===== src/rtl/mux_2in_1out.sv =====
// Registered 2-to-1 operand multiplexer: Q loads (sel ? B : A) on an enabled rising edge.
// Define MUX_2IN_1OUT_PARITY_EN to add Q_par, the registered even parity of the loaded value.
module mux_2in_1out #(
    parameter int unsigned       LENGTH      = 32,
    parameter logic [LENGTH-1:0] RESET_VALUE = '0
) (
    input  logic              clk,
    input  logic              rst,
    input  logic              enable,
    input  logic [LENGTH-1:0] A,
    input  logic [LENGTH-1:0] B,
    input  logic              sel,
`ifdef MUX_2IN_1OUT_PARITY_EN
    output logic              Q_par,
`endif
    output logic [LENGTH-1:0] Q
);

    logic [LENGTH-1:0] w_sel_data;
    logic [LENGTH-1:0] r_q;

    assign w_sel_data = sel ? B : A;

    // Reset wins over any pending load, so a captured value never survives rst.
    always_ff @(posedge clk or posedge rst) begin
        if (rst) begin
            r_q <= RESET_VALUE;
        end else if (enable) begin
            r_q <= w_sel_data;
        end
    end

    assign Q = r_q;

`ifdef MUX_2IN_1OUT_PARITY_EN
    logic r_par;

    always_ff @(posedge clk or posedge rst) begin
        if (rst) begin
            r_par <= ^RESET_VALUE;
        end else if (enable) begin
            r_par <= ^w_sel_data;
        end
    end

    assign Q_par = r_par;
`endif

endmodule


===== config.mk =====
export PLATFORM = sky130hd
export DESIGN_NAME = mux_2in_1out
export DESIGN_NICKNAME = d
export VERILOG_FILES = /design/src/rtl/mux_2in_1out.sv
export SDC_FILE = /design/constraint.sdc
export NUM_CORES = 1
export LEC_CHECK = 0
export CAP_MARGIN = 30
export CELL_PAD_IN_SITES_DETAIL_PLACEMENT = 0
export CELL_PAD_IN_SITES_GLOBAL_PLACEMENT = 1
export CORE_MARGIN = 3
export CORE_UTILIZATION = 27
export CTS_BUF_LIST = sky130_fd_sc_hd__clkbuf_8 sky130_fd_sc_hd__clkbuf_16
export DETAILED_ROUTE_END_ITERATION = 8
export GPL_TIMING_DRIVEN = 0
export MAX_ROUTING_LAYER = met4
export PLACE_DENSITY = 0.91
export SLEW_MARGIN = 20
export SYNTH_ARGS = -nofsm -noshare
export SYNTH_HDL_FRONTEND = slang
export SYNTH_SLANG_ARGS = --single-unit

===== constraint.sdc =====
create_clock -name clk -period 2.3 [get_ports clk]
set_clock_uncertainty 0.2 [all_clocks]
set_input_delay 0.345 -clock clk [delete_from_list [all_inputs] [get_ports clk]]
set_output_delay 0.345 -clock clk [all_outputs]
set_load 0.01 [all_outputs]

; ---- Yosys cells after proc, flatten, opt, wreduce, memory -nomap -nowiden
; Index checks and enable logic that the tools add are counted.
[classes]
mux = 1
[ops]
columns = cell, n
row1 = 2-to-1 mux 32 bit, 1
[totals]
input_bits = 68
wordCells = 2
register_bits = 32

; ---- Depth between registers and ports, before layout
[logic_depth]
depth_word = 1
depth_mapped = 4
mapped_depth_nobuf = 2

; ---- Least setup slack after synthesis
; No wires, ideal clock.
[synth_path]
kind = input to register
start = input sel
end = register r_q[0] (netlist: Q[0])
arrival_ps = 837
t_required_ps = 1974
stages = 4
path_slack_ps = 1137
path_cell_list = buf_6 -> buf_12 -> mux2i_1 -> a21oi_1
[synth_between]
elab_chain_cells = 1
[synth_lines]
columns = item, line
row1 = from (decl), 12  ; input logic sel,
row2 = 2-to-1 mux 32 bit, 22  ; assign w_sel_data = sel ? B : A;
row3 = to (signal assigned), 29  ; r_q <= w_sel_data;
row4 = to (decl), 20  ; logic [LENGTH-1:0] r_q;
; No other way between the ends.
; A chain may end at the register's enable or synchronous reset.

; ---- Worst setup path in the final report
[layout_path]
start = register r_q[14] (netlist: Q[14])
end = output Q[14]
[layout_rtl]
columns = item, line
row1 = to (decl), 16  ; output logic [LENGTH-1:0] Q
; No word-level cell between the ends.

==> qor.csv <==
metric,value,unit
gp weighted congestion,0.6599,
total setup buffers inserted after CTS,0,
Critical path origin,Q[14],
sequential share of power,43.9,%
vias in the first global route,1432,
warnings from Yosys,0,
Fillers,516,
CORE AREA,5270,um^2
Root Driver,clkbuf_8,
Die X,80.82,um
Crit. End Element,output port,
measured slew at the worst slew-check pin,660.4,ps
synthesis-to-layout area growth,75.99,%
Final Hold Fails,0,
CTS resizes,0,
TritonCTS clock tree,built,
Sink Count,32,
sequential fraction of the synthesis area,52.98,%
DR vias,1361,
Post-CTS Hold Buffers,0,
Max-slew headroom,55.91,%
drt via density,4.321,
global-route wire length before repair,6.768,mm
Worst Path Max Fanout,2,
antenna violations before repair,0,
CP bufs+invs,1,
Largest register FFs,32,
die area,6532,um^2
GRT Util Overall,13.99,%
status,completed,
clock power share,28.4,%
Post-Syn Nets,208,
Comb power frac,27.7,%
MaxCap Viol Count,0,
final hold slack,217.1,ps
clock-pin slew on the worst setup and hold paths,70,ps
arrival time at the worst endpoint,1190,ps
R2R setup slack,1450,ps
DRC marker count from the first detailed-route iteration,57,
switching share of total power,24.90,%
Die Ht,80.82,um
crit path cell chain,clkdlybuf4s50_1,
Max Clk Rate,576.6,MHz
DR pass1 iterations,4,
max-slew violation count,0,
worst skew pair latency,270,ps
internal cell power,1.118,mW
Syn Area/Cell,10.80,um^2
Final ANT Viol Nets,0,
DR DRC count,0,
Reg-to-Reg End,Q[6],
Worst Hold Class,in -> reg,
slowest CP cell,clkdlybuf4s50_1,
nets@finish,312,
HPWL Detailed,3.201,mm
power per cell area,559.6,nW/um^2
WL per Instance,13.42,um
count of final setup violators,0,
Psw,0.3706,mW
final core utilization,50.47,%
Tcrit/Tclk final,75.40,%
Critical Path End,Q[14],
ant diodes,0,
gr ovfl total,0,
Worst path max stage delay,550,ps
final setup TNS,0,ps
CTS max path bufs,2,
area of the multi-input gates,600.6,um^2
minimum clock period,1734,ps
Mapped Area,1511,um^2
Power Total,1.489,mW
Worst Reg-to-Reg Cells,2,
Starting Density,28.68,%
leakage power,1.154,nW
CP Depth,1,
worst r2r src,Q[6],
Storage cell area,800.8,um^2
synth unique cells,8,
Port-buffer cells,97,
CTS H-tree depth,2,
row count,26,
synthesized instance count,140,
nature of the critical path startpoint,flop,
Yosys reg bits,32,
unrepaired setup endpoints after global routing,no,
total CTS buffers,5,
Max VDD drop,0.3304,mV
required time worst endpoint,1750,ps
largest net degree at the start of global routing,33,
total I/O pin count,100,
cell family with most CP delay,buffers and inverters,
fraction of layout cells with a size suffix above 1,7.347,%
drt total wl,4.227,mm
Setup Crit Path Kind,reg -> out,
layer usage:
| metal | global-route usage [%] | share of wire, % | up-vias |
|---|---|---|---|
| li1 | - | - | 686 |
| met1 | 16.30 | 42 | 603 |
| met2 | 22.66 | 45 | 67 |
| met3 | 5.432 | 11 | 5 |
| met4 | 3.547 | 1.1 | 0 |
| met5 | - | 0 | - |
placed cells by master (no fill, tap or decap):
cell             Yosys  routed
buf_6                1       1
mux2i_1             32      32
clkdlybuf4s50_1      0      97
buf_2                7       7
clkbuf_8             0       6
a21oi_1             32      32
buf_12               3       3
inv_2                0       1
inv_1                1       2
nor2_1              32      32
dfrtp_1             32      32
final cells by class:
type | count | share of cell area, %
Buffer | 11 | 3.998
Inverter | 1 | 0.1411
Tap cell | 70 | 3.293
Clock buffer | 6 | 3.104
Timing Repair Buffer | 97 | 36.50
Sequential cell | 32 | 30.10
Clock inverter | 2 | 0.2822
Multi-Input combinational cell | 96 | 22.58
cells in the mapped netlist:
cell type | count | area share [%]
dfrtp_1 | 32 | 53
buf_12 | 3 | 4.0
mux2i_1 | 32 | 21
inv_1 | 1 | 0.25
buf_2 | 7 | 2.3
buf_6 | 1 | 0.74
a21oi_1 | 32 | 11
nor2_1 | 32 | 7.9
power by group through the flow:
stage	Sequential, mW	Clock [mW]	Combinational [mW]
after CTS	0.654	0.445	0.420
after global placement	0.661	0	0.415
after floorplan	0.692	0	0.126
after global routing	0.662	0.474	0.448
final	0.654	0.423	0.412
after detailed placement	0.663	0	0.419
stage by stage:
stage	instance area, um^2	worst slack, ps	cells
after floorplan	1511	1064	140
after global placement	2570	247.4	307
after detailed placement	2570	804.3	307
after CTS	2660	554.0	315
after global routing	2660	511.9	315
final	2660	565.7	315
logic make-up (layout without fill, tap and decap cells):
| group | count (synthesis) | after routing | share of synthesized area [%] |
|---|---|---|---|
| AO/OA/AOI/OAI | 32 | 32 | 10.60 |
| buffers and inverters | 12 | 117 | 7.284 |
| flip-flops | 32 | 32 | 52.98 |
| multiplexers | 32 | 32 | 21.19 |
| AND/OR/NAND/NOR | 32 | 32 | 7.947 |
how the worst min path moves through the flow:
stage / start / endpoint / slack [ps] / cells past startpoint
after floorplan: rst / Q[0] / 260 / 1
after global placement: Q[19] / Q[19] / 300 / 2
after detailed placement: Q[21] / Q[21] / 310 / 2
after CTS: enable / Q[9] / 210 / 3
after global routing: enable / Q[10] / 230 / 3
final: enable / Q[9] / 220 / 3
No activity file was read; power rests on OpenSTA's default activity.
==> edit, RTL diff (config.mk and constraints unchanged) <==
`LENGTH`: 32 -> 64.
--- a/src/rtl/mux_2in_1out.sv
+++ b/src/rtl/mux_2in_1out.sv
@@ -1,7 +1,7 @@
 // Registered 2-to-1 operand multiplexer: Q loads (sel ? B : A) on an enabled rising edge.
 // Define MUX_2IN_1OUT_PARITY_EN to add Q_par, the registered even parity of the loaded value.
 module mux_2in_1out #(
-    parameter int unsigned       LENGTH      = 32,
+    parameter int unsigned       LENGTH      = 64,
     parameter logic [LENGTH-1:0] RESET_VALUE = '0
 ) (
     input  logic              clk,
Interface: changed (resized A, B and Q); port bits go from 100 to 196. The function was not compared with the original's and may differ.
==> edit against the unedited design <==
  * Total power rose by 110%
  * Synthesized area rose by 97%
  * Final area rose by 100%
  * Global-route usage rose by 2.1 points
  * Register-to-register slack got worse by 0.04 ns
  * Sequential cell count rose by 32
  * Routed wire length rose by 120%
  * Via count rose by 110%
  * Combinational power rose by 100%
  * Worst setup slack got worse by 0.088 ns
  * Maximum frequency fell by 4.8%
  * First-iteration DRC count rose by 74%
  * Largest cell class unchanged
  * Highest routed layer unchanged
==> edit: results (changes against the unedited design) <==
metric	value	unit	change
gp_congestion	0.8181		was 0.6599
dp_hpwl	7492	um	was 3201 um
m1WireLength	3720	um	was 1785 um
largest_reg_flops	64		was 32
pwr_density_cell	601.7	mW/mm^2	was 559.6 mW/mm^2
met2_length	4859	um	was 1923 um
syn_nets	410		was 208
status	complete, no violations		unchanged
cts.htree.levels	3		was 2
hold_class	in -> async		was in -> reg
synth.area.mux_share	0.2157		was 0.2119
drive_gt1_frac	0.06557		was 0.07347
portBuffers	193		was 97
dp.cells	608		was 307
vias	2808		was 1361
track_usage	0.1605		was 0.1399
first_global_vias	3073		was 1432
internal_power	0.002392	W	was 0.001118 W
r2r_slack	1.41	ns	was 1.45 ns
max_stage_delay	0.57	ns	was 0.55 ns
grt_use_met1	0.1801		was 0.1630
combPwrFrac	0.260		was 0.277
synth_commonest_cells	64 x a21oi_1, 64 x dfrtp_1, 64 x mux2i_1, 64 x nor2_1, 8 x buf_2		was 32 x a21oi_1, 32 x dfrtp_1, 32 x mux2i_1, 32 x nor2_1, 7 x buf_2
ir_worst_vdd	0.2515	mV	was 0.3304 mV
final_nets	615		was 312
hold_ws	0.1449	ns	was 0.2171 ns
drtPass1Iterations	4		unchanged
grt_pass1_wl	15540	um	was 6768 um
yosys-top-cells-area	dfrtp_1 54%, mux2i_1 22%, a21oi_1 11%		was dfrtp_1 53%, mux2i_1 21%, a21oi_1 11%
clk_latency	0.32	ns	was 0.27 ns
ys_seq_area_frac	0.5392		was 0.5298
reg2reg_to	Q[39]		was Q[6]
routed_wl	9509	um	was 4227 um
synth_cell_types	10		was 8
synth-compound-area-share	0.1078		was 0.1060
place_ws	0.8293	ns	was 0.8043 ns
synth_area_per_cell	10.68	um^2	was 10.80 um^2
drt_iter0_drc	99		was 57
wl_per_cell	15.24	um	was 13.42 um
use_met2	0.2759		was 0.2266
grt_max_degree	36		was 33
cts_buffers	9		was 5
wl_met3	810	um	was 472 um
r2r-start	Q[39]		was Q[6]
## edit: worst reg2reg max path: cells and delay by family, from the launching register on
| kind | cells | cell delay, ns |
|---|---|---|
| DFF | 1 | 0.39 |
| and+or+nand+nor | 1 | 0.12 |
| AOI/OAI and AO/OA | 1 | 0.05 |
## edit: worst max path at each step
stage	from	to	slack, ns	cells after the start
2_1_floorplan	rst	Q[0]	0.16	1
3_3_place_gp	rst	Q[47]	-0.94	2
3_5_place_dp	rst	Q[41]	0.83	3
4_1_cts	Q[19]	Q[19]	0.46	1
5_1_grt	Q[19]	Q[19]	0.43	1
6_report	Q[19]	Q[19]	0.48	1
## edit: final cells by class
class	count	area [um^2]
clock buffers	10	137.6
fillers	1003	5192
plain buffers	21	163.9
repair buffers	194	1952
flip-flops and latches	64	1602
well taps	136	170.2
multi-input cells	192	1201
inverters	1	6.256
clock inverters	6	83.83
